===== src/rtl/detector_pkg.sv =====
// Shared types and constants for the serial pattern detector.
package detector_pkg;

  localparam int unsigned DEF_N     = 4;
  localparam int unsigned DEF_CNT_W = 8;

  typedef enum logic {
    DET_NON_OVERLAP = 1'b0,
    DET_OVERLAP     = 1'b1
  } det_mode_e;

  // Bits needed to count 0..n inclusive.
  function automatic int unsigned fill_width(input int unsigned n);
    return $clog2(n + 1);
  endfunction

endpackage


===== src/rtl/detector_shift_reg.sv =====
// Serial history register plus saturating fill counter for the pattern detector.
module detector_shift_reg
  import detector_pkg::*;
#(
  parameter int unsigned N  = DEF_N,
  parameter int unsigned FW = fill_width(N)
) (
  input  logic         clk,
  input  logic         rst,
  input  logic         shift,
  input  logic         clear,
  input  logic         restart,
  input  logic         bit_in,
  output logic [N-1:0] hist_shift_c,
  output logic         full_shift_c
);

  logic [N-1:0]  hist;
  logic [FW-1:0] fill;
  logic [FW-1:0] fill_inc;

  generate
    if (N == 1) begin : g_one
      assign hist_shift_c = bit_in;
    end else begin : g_wide
      assign hist_shift_c = {hist[N-2:0], bit_in};
    end
  endgenerate

  assign fill_inc     = (fill == FW'(N)) ? fill : fill + FW'(1);
  assign full_shift_c = (fill_inc == FW'(N));

  // restart drops the fill so a non-overlapping match needs N fresh bits.
  always_ff @(posedge clk or posedge rst) begin
    if (rst) begin
      hist <= '0;
      fill <= '0;
    end else if (clear) begin
      hist <= '0;
      fill <= '0;
    end else if (shift) begin
      hist <= hist_shift_c;
      fill <= restart ? '0 : fill_inc;
    end
  end

endmodule


===== src/rtl/seq_pattern_detector.sv =====
// Run-time programmable serial bit-pattern detector with overlap control.
// Optional saturating match counter enabled by SEQ_PATTERN_DETECTOR_COUNT_EN.
module seq_pattern_detector
  import detector_pkg::*;
#(
  parameter int unsigned  N               = DEF_N,
  parameter logic [N-1:0] DEFAULT_PATTERN = N'(4'b1011),
  parameter int unsigned  CNT_W           = DEF_CNT_W
) (
  input  logic             Clk,
  input  logic             Rst,
  input  logic             In,
  input  logic             En,
  input  logic             Overlap,
  input  logic             Load,
  input  logic [N-1:0]     Pattern,
  input  logic             CntClr,
  output logic             Out,
  output logic [CNT_W-1:0] MatchCnt
);

  logic [N-1:0] pat;
  logic [N-1:0] hist_shift_c;
  logic         full_shift_c;
  logic         shift_c;
  logic         match_c;
  logic         restart_c;

  assign shift_c   = En & ~Load;
  assign match_c   = shift_c & full_shift_c & (hist_shift_c == pat);
  assign restart_c = match_c & (det_mode_e'(Overlap) == DET_NON_OVERLAP);

  detector_shift_reg #(.N(N)) u_shift_reg (
    .clk          (Clk),
    .rst          (Rst),
    .shift        (shift_c),
    .clear        (Load),
    .restart      (restart_c),
    .bit_in       (In),
    .hist_shift_c (hist_shift_c),
    .full_shift_c (full_shift_c)
  );

  always_ff @(posedge Clk or posedge Rst) begin
    if (Rst) begin
      pat <= DEFAULT_PATTERN;
      Out <= 1'b0;
    end else begin
      Out <= match_c;
      if (Load) pat <= Pattern;
    end
  end

`ifdef SEQ_PATTERN_DETECTOR_COUNT_EN
  localparam logic [CNT_W-1:0] CNT_MAX = '1;

  // Clear has priority over a coincident match.
  always_ff @(posedge Clk or posedge Rst) begin
    if (Rst) begin
      MatchCnt <= '0;
    end else if (CntClr) begin
      MatchCnt <= '0;
    end else if (match_c && (MatchCnt != CNT_MAX)) begin
      MatchCnt <= MatchCnt + CNT_W'(1);
    end
  end
`else
  logic unused_cnt_clr;
  assign unused_cnt_clr = CntClr;
  assign MatchCnt       = '0;
`endif

endmodule

===== config.mk =====
export PLATFORM = sky130hd
export DESIGN_NAME = seq_pattern_detector
export DESIGN_NICKNAME = d
export VERILOG_FILES = /design/src/rtl/detector_pkg.sv /design/src/rtl/detector_shift_reg.sv /design/src/rtl/seq_pattern_detector.sv
export SDC_FILE = /design/constraint.sdc
export NUM_CORES = 1
export LEC_CHECK = 0
export BUFFER_PORTS_ARGS = -buffer_cell sky130_fd_sc_hd__buf_2
export CAP_MARGIN = 20
export CORE_MARGIN = 2
export CORE_UTILIZATION = 40
export DETAILED_ROUTE_END_ITERATION = 6
export PLACE_DENSITY = 0.64
export RECOVER_POWER = 100
export SLEW_MARGIN = 20
export SYNTH_ARGS = -nofsm -noshare
export SYNTH_HDL_FRONTEND = slang
export SYNTH_HIERARCHICAL = 1
export SYNTH_SLANG_ARGS = --single-unit

===== constraint.sdc =====
create_clock -name Clk -period 2.4 [get_ports Clk]
set_input_delay 0.24 -clock Clk [delete_from_list [all_inputs] [get_ports Clk]]
set_output_delay 0.24 -clock Clk [all_outputs]
set_load 0.03 [all_outputs]

Word-level counts from Yosys, hierarchy flattened
Index checks and enable logic that the tools add are counted.
- add/sub/neg operators: 1
- muxes and demuxes: 6
- reduce and logical (&&, ||, !) cells: 1
- equality and inequality tests: 3
- bitwise operators: 6
- operators by type and width (operator ; number):
    3-bit two-way mux ; 6
    3-bit equality test (second input constant) ; 2
    1-bit AND ; 4
    4-bit equality test ; 1
    3-bit by 1-bit adder with 3-bit output (second input constant) ; 1
    1-bit inverter ; 2
    2-bit nonzero test ; 1
- flip-flop bits (word level): 11
- output and inout port bits: 9

Logic depth before layout (Yosys ltp)
Gate-level depths: netlist (run 1).
- depth in word-level cells: 9
- depth in mapped cells: 10
- gate-level depth less buffers: 10

By module
Netlist (run 1), hierarchy kept.
- modules (own cells, without submodules) (module ; times used ; area an instance (um^2) ; cells an instance):
    detector_shift_reg ; 1 ; 352.8 ; 35
    seq_pattern_detector ; 1 ; 329.1 ; 32

Worst setup path before layout (run 1)
OpenSTA, ideal clock, no wires.
- path kind: register to register
- start: register u_shift_reg.fill[0]
- end: register u_shift_reg.fill[0]
- period minus slack after synthesis: 1.846 ns
- stages on the path, launching flop included: 10
- arrival time: 1.719 ns
- slack: 0.554 ns
- setup time: 0.127 ns
- cells stage by stage: dfrtp_1 > inv_1 > ha_1 > nor2_1 > mux2i_1 > a211oi_2 > inv_1 > nor4_2 > nand4b_1 > a31oi_1
- longest elaborated chain between the ends: 9
- elaborated cells between the ends (all ways): 10
- ends and longest elaborated chain (item ; RTL line ; source):
    from (decl) ; detector_shift_reg.sv:19 ; logic [FW-1:0] fill;
    from (signal assigned) ; detector_shift_reg.sv:43 ; fill <= restart ? '0 : fill_inc;
    3-bit by 1-bit adder with 3-bit output or 3-bit equality test (tied branches) ; detector_shift_reg.sv:30 ; assign fill_inc = (fill == FW'(N)) ? fill : fill + FW'(1);
    3-bit two-way mux * ; detector_shift_reg.sv:30 ;
    3-bit equality test * ; detector_shift_reg.sv:31 ; assign full_shift_c = (fill_inc == FW'(N));
    named net full_shift_c ; seq_pattern_detector.sv:24 ; logic full_shift_c;
    1-bit AND * (2 in a row) ; seq_pattern_detector.sv:30 ; assign match_c = shift_c & full_shift_c & (hist_shift_c == pat);
    1-bit AND * ; seq_pattern_detector.sv:31 ; assign restart_c = match_c & (det_mode_e'(Overlap) == DET_NON_OVERLAP);
    named net restart_c ; seq_pattern_detector.sv:27 ; logic restart_c;
    3-bit two-way mux * ; detector_shift_reg.sv:43 ;
    3-bit two-way mux * ; detector_shift_reg.sv:41 ; end else if (shift) begin
    3-bit two-way mux * ; detector_shift_reg.sv:38 ; end else if (clear) begin
Mark *: on every way through the listed nets, which the timed path passes. The rest lies on a longest branch. The select of a mux whose other input is x is not followed.
A chain may end at the register's enable or synchronous reset.

Worst setup path after layout (run 1)
Same ends and word-level chain as after synthesis.

==> impl_metrics.csv, run 1 <==
group,metric,value,unit
synthesis,ys_top_cells_by_area,"dfrtp_1, dfstp_2, buf_4",
global_routing,gr-usage-all-layers,13.1,%
synthesis,ys_ff_latch,11,
worst_setup_path,end_kind,"flip-flop",
clock_tree,cts_tree,"done",
synthesis,synth_top_area_share,29.4,%
place,dp.final_hpwl,818,um
clock_tree,clockRootBuffer,"clkbuf_4",
worst_setup_path,cp.arrival,2.18,ns
global_routing,gr-total-overflow,0,
synthesis,synth_largest_area_cell,"dfrtp_1",
die,pin_count,20,
routing,drtPass1Iterations,2,
die,die_height,45.3,um
worst_setup_path,worstPathRequired,2.52,ns
global_routing,antenna_found_initial,0,
pwr,peakVddDrop,0.000333,V
worst_setup_path,cp-start-kind,"flip-flop",
timing,final-setup-viol-count,0,
pwr,internal-power,288,uW
timing,slew_viol_final,0,
synthesis,avgSynthCellArea,10.2,um2
final_layout,mostFrequentLayoutCells,"dfrtp_1, conb_1, buf_2",
job,drv_cap,0,
global_routing,met2_usage,20.9,%
clock_tree,cts_buffer_depth,2,
final_layout,final_nets,94,
run_status,status,"finished, final reports clean",
routing,postRouteAntennaNets,0,
synthesis,yosysUniqueCellTypes,31,
die,dieArea,2050,um2
hold_path,hold_depth,2,
die,row_count,14,
routing,wirelength,1090,um
hold_path,hold_class,"input pin to flip-flop",
place,pre_cts_ws,0.345,ns
synthesis,netlist_area,682,um2
pwr,p_clk_share,31.5,%
routing,drt_iter0_drc,4,
final_layout,diodes,0,
global_routing,grt_pass1_vias,463,
place,portBuffers,10,
pwr,p_switching,113,uW
global_routing,gr-max-usage-layer,"met2",
place,gp_congestion,0.747,
timing,hold_viol,0,
timing,rsz0062_at_grt,"false",
clock_tree,clock_sinks,11,
timing,fin_crit,2.06,ns
timing,setup-tns-final,0,ns
die,die_w,45.3,um
worst_setup_path,crit_type,"flip-flop to flip-flop",
pwr,power_density,544,nW/um2
synthesis,seq_area_frac_synth,40.9,%
global_routing,use_met3,3.60,%
pwr,p_leak,0.329,nW
final_layout,layout-drive-gt1-share,21.3,%
clock_tree,post_cts_buffers,0,
clock_tree,cts_buffers,3,
timing,timing.final.ws_setup,0.344,ns
routing,detail_route.vias_per_cell,4.91,
timing,fin_skew,0.00101,ns
die,start_util,43.7,%
timing,post-route-period-util,85.7,%
clock_tree,clkSlewWorstSetupHoldPaths,0.07,ns
synthesis,synth_cells,67,
die,coreArea,1560,um2
worst_setup_path,reg2regPathDepth,9,
clock_tree,clkLatencyLatePin,0.26,ns
timing,max_slew_margin,61.7,%
pwr,swShare,28.1,%
clock_tree,ctsResizeCount,0,
global_routing,grt_pass1_wl,1840,um
synthesis,ys_warn_count,6,
global_routing,grt_util_met1,15.4,%
pwr,power_frac_seq,51.0,%
worst_setup_path,worst-path-max-fanout,7,
pwr,p_comb_share,17.5,%
timing,tightest_slew,0.575,ns
routing,drcViolationCount,0,
global_routing,grt_max_degree,13,
final_layout,synthToLayoutAreaGrowth,8.07,%
routing,wl_per_cell,11.3,um
routing,num_vias,471,
clock_tree,h-tree-depth,1,
timing,clock.fmax,486,MHz
logic make-up after synthesis:
family	synth area share, %
flip-flops	40.9
other	0.550
AO/OA/AOI/OAI	12.8
adder cells (fa/ha/maj)	3.67
buffers and inverters	14.5
AND/OR/NAND/NOR	15.4
multiplexers	10.8
XOR/XNOR	1.28
worst paths after layout:
| kind | slack, ns | end | start |
|---|---|---|---|
| min reg2reg | 0.50 | pat[3]$_DFFE_PP1P_ | pat[3]$_DFFE_PP1P_ |
| min | 0.19 | pat[1]$_DFFE_PP1P_ | Pattern[1] |
| max reg2reg | 0.34 | u_shift_reg/fill[0]$_DFFE_PP0P_ | u_shift_reg/fill[0]$_DFFE_PP0P_ |
| min in group asynchronous | 0.40 | pat[2]$_DFFE_PP0P_ | Rst |
| max | 0.34 | u_shift_reg/fill[0]$_DFFE_PP0P_ | u_shift_reg/fill[0]$_DFFE_PP0P_ |
| max in group asynchronous | 1.77 | pat[3]$_DFFE_PP1P_ | Rst |
cell usage after synthesis:
library cell and n:
a31oi_1 1, dfrtp_1 8, a31o_1 1, inv_1 5, nor3_1 1, o2111ai_1 1
buf_2 1, nand2_1 2, nor2_1 4, nand3b_1 1, a211oi_2 2, ha_1 2
mux2_2 1, nand4b_1 1, nand2b_1 3, o21ai_0 1, xor2_1 1, or2b_1 1
conb_1 1, clkinv_1 1, buf_4 9, a211oi_1 1, a2111o_1 1, inv_2 1
mux2_1 2, dfstp_2 3, nor2b_1 2, and2b_4 1, nor4_2 1, a21oi_1 3
mux2i_1 4
layer usage:
layer  up-vias  share of wire [%]
met5         -                  0
met4         0                1.0
met3         2                2.5
met2         7                 51
met1       226                 46
li1        236                  -
worst max-delay path, stage by stage, from the launching register on:
cell      delay [ns]
dfrtp_1         0.45
inv_1           0.07
ha_1            0.26
nor2_1          0.12
mux2i_1         0.08
a211oi_2        0.21
inv_1           0.08
nor4_2          0.38
nand4b_1        0.17
a31oi_1         0.09
registers in the layout, summed over array words and instances (netlist names):
register and cells:
pat 4, u_shift_reg/hist 3, u_shift_reg/fill 3, Out 1
final cells by class:
cell class,instances,area [um2]
clock buffer,4,26.3
fill,152,822
inverter,7,26.3
multi-input combinational,46,325
sequential,11,279
tap,16,20.0
timing repair buffer,12,60.1
power by group through the flow:
stage	Sequential [mW]	Combinational, mW	Clock, mW
CTS	0.205	0.0723	0.133
global placement	0.208	0.0698	0
global route	0.207	0.0775	0.140
finish	0.205	0.0701	0.127
floorplan	0.207	0.0650	0
detailed placement	0.209	0.0711	0
repair_timing:
action                                  in CTS  in global routing
hold buffers                                 1                  0
endpoints found under the setup margin       0                  0
endpoints found under the hold margin        8                  0
through the flow:
stage	hold WS (ns)	area (um2)	utilization, %	total power, mW	instances
6_report	0.191	737	47.3	0.401	96
5_1_grt	0.180	737	47.3	0.424	96
4_1_cts	0.181	749	48.1	0.410	96
3_5_place_dp	0.154	713	45.7	0.280	91
3_3_place_gp	0.153	713	45.7	0.278	91
2_1_floorplan	0.0163	708	-	0.272	74
Power figures use the tool's default switching activity.
==> inputs of run 2 (changes only) <==
Settings changed: REMOVE_ABC_BUFFERS from default to 1.
==> run 2 against run 1 <==
Global-route usage down 0.68 points. Sequential share of layout area up 0.19 points. Cell count unchanged. Largest power group unchanged.
==> impl_metrics.csv, run 2 (synthesis results as in run 1) <==
group,metric,value,unit
worst_setup_path,timing.rr.start,"u_shift_reg/fill[0]$_DFFE_PP0P_",
die,pin_count,20,
worst_setup_path,worstPathRequired,2.52,ns
worst_setup_path,cp.arrival,2.24,ns
worst_setup_path,critPathTopFamily,"simple AND/OR/NAND/NOR gates",
timing,slew_viol_final,0,
routing,drcViolationCount,0,
worst_setup_path,reg2regPathDepth,9,
final_layout,reg_top3,"pat: 4 flops, u_shift_reg/fill: 3 flops, u_shift_reg/hist: 3 flops",
place,dp.final_hpwl,867,um
clock_tree,clkLatencyLatePin,0.26,ns
die,start_util,43.7,%
die,coreArea,1560,um2
worst_setup_path,cp_common_cell,"inv_1",
hold_path,min_to,"pat[3]$_DFFE_PP1P_",
hold_path,hold_depth,3,
pwr,swShare,27.2,%
routing,num_vias,466,
final_layout,final_util,47.0,%
routing,wirelength,1090,um
routing,drtPass1Iterations,4,
die,die_height,45.3,um
final_layout,regMostFlops,"pat",
timing,hold_viol,0,
hold_path,hold_path_startpoint,"Pattern[3]",
routing,wl_per_cell,11.3,um
global_routing,grt_max_degree,13,
pwr,p_comb_share,17.6,%
final_layout,nFillCells,169,
timing,rsz0062_at_grt,"false",
clock_tree,cts_buffers,3,
global_routing,antenna_found_initial,0,
pwr,internal-power,288,uW
routing,postRouteAntennaNets,0,
clock_tree,post_cts_buffers,0,
clock_tree,cts_buffer_depth,2,
clock_tree,h-tree-depth,1,
timing,fin_crit,2.12,ns
clock_tree,ctsHoldBuffers,1,
pwr,p_leak,0.330,nW
clock_tree,ctsResizeCount,0,
final_layout,final_nets,94,
job,drv_cap,0,
worst_setup_path,crit_type,"flip-flop to flip-flop",
timing,fin_hold_ws,0.185,ns
pwr,power_density,539,nW/um2
final_layout,largest_reg_flops,4,
place,gp_congestion,0.739,
pwr,p_switching,107,uW
timing,post-route-period-util,88.5,%
die,dieArea,2050,um2
routing,detail_route.vias_per_cell,4.85,
die,row_count,14,
timing,setup-tns-final,0,ns
timing,max_slew_margin,65.2,%
final_layout,mostFrequentLayoutCells,"dfrtp_1, conb_1, buf_2",
timing,fin_skew,0.00292,ns
worst_setup_path,r2r-end,"u_shift_reg/fill[0]$_DFFE_PP0P_",
pwr,power_frac_seq,51.8,%
pwr,peakVddDrop,0.000325,V
worst_setup_path,cp-start-kind,"flip-flop",
worst_setup_path,slowest_delay,0.45,ns
die,die_w,45.3,um
final_layout,layout-drive-gt1-share,20.0,%
hold_path,hold_class,"input pin to flip-flop",
clock_tree,cts_tree,"done",
global_routing,gr-usage-all-layers,12.5,%
worst_setup_path,crit_chain,"inv_1 > ha_1 > nor2_1 > mux2i_1 > a211oi_1 > inv_1 > nor4_2 > nand4b_1 > a31oi_1",
clock_tree,clkSlewWorstSetupHoldPaths,0.07,ns
worst_setup_path,end_kind,"flip-flop",
final_layout,synthToLayoutAreaGrowth,7.52,%
worst_setup_path,cp_num_buf_inv,2,
clock_tree,clock_sinks,11,
worst_setup_path,r2r_slack,0.28,ns
worst_setup_path,worst-path-max-fanout,7,
routing,drt_iter0_drc,1,
pwr,p_clk_share,30.7,%
global_routing,grt_pass1_vias,405,
timing,clock.fmax,471,MHz
timing,tightest_slew,0.522,ns
clock_tree,clockRootBuffer,"clkbuf_4",
timing,final-setup-viol-count,0,
final_layout,diodes,0,
place,portBuffers,10,
global_routing,grt_pass1_wl,1780,um
worst_setup_path,crit_slowest_cell,"dfrtp_1",
run_status,status,"finished, final reports clean",
global_routing,gr-total-overflow,0,
run 2: how the worst max path moves through the flow:
stage | from | to | slack [ns] | cells past startpoint
2_1_floorplan | u_shift_reg/fill[0]$_DFFE_PP0P_ | u_shift_reg/fill[2]$_DFFE_PP0P_ | 0.54 | 9
3_3_place_gp | u_shift_reg/fill[0]$_DFFE_PP0P_ | u_shift_reg/fill[0]$_DFFE_PP0P_ | 0.35 | 9
3_5_place_dp | u_shift_reg/fill[0]$_DFFE_PP0P_ | u_shift_reg/fill[0]$_DFFE_PP0P_ | 0.29 | 9
4_1_cts | u_shift_reg/fill[0]$_DFFE_PP0P_ | u_shift_reg/fill[0]$_DFFE_PP0P_ | 0.28 | 9
5_1_grt | u_shift_reg/fill[0]$_DFFE_PP0P_ | u_shift_reg/fill[0]$_DFFE_PP0P_ | 0.08 | 10
6_report | u_shift_reg/fill[0]$_DFFE_PP0P_ | u_shift_reg/fill[0]$_DFFE_PP0P_ | 0.28 | 9
run 2: layer usage:
| metal | GRT usage [%] | wire [um] | up-vias | part of all wire (%) |
|---|---|---|---|---|
| met5 | 0 | 0 | - | 0 |
| met2 | 18.6 | 532 | 11 | 49 |
| li1 | - | - | 238 | - |
| met1 | 16.1 | 514 | 217 | 47 |
| met4 | 7.06 | 0 | 0 | 0 |
| met3 | 3.60 | 41 | 0 | 3.8 |
run 2: worst register-to-register path, stage by stage (launching register included):
cell and delay (ns):
dfrtp_1 0.45, inv_1 0.07, ha_1 0.26, nor2_1 0.12, mux2i_1 0.08, a211oi_1 0.26, inv_1 0.10, nor4_2 0.39
nand4b_1 0.17, a31oi_1 0.10
run 2: layout make-up:
cell class	instances	area (um2)	share of cell area [%]
flip-flops and latches	11	279	38.1
clock buffers	4	26.3	3.58
multi-input cells	46	320	43.7
repair buffers	12	61.3	8.36
well taps	16	20.0	2.73
inverters	7	26.3	3.58
run 2: metrics by stage:
stage | power (mW) | area, um2 | cells | setup slack [ns]
3_5_place_dp | 0.280 | 713 | 91 | 0.295
5_1_grt | 0.422 | 733 | 96 | 0.0845
6_report | 0.395 | 733 | 96 | 0.275
3_3_place_gp | 0.278 | 713 | 91 | 0.352
2_1_floorplan | 0.260 | 636 | 64 | 0.542
4_1_cts | 0.405 | 749 | 96 | 0.281
run 2: power by group through the flow:
stage                     sequential [mW]  combinational [mW]  clock, mW
after global placement              0.209              0.0691          0
final                               0.204              0.0694      0.121
after floorplan                     0.207              0.0529          0
after detailed placement            0.210              0.0708          0
after global routing                0.206              0.0778      0.138
after CTS                           0.206              0.0724      0.127
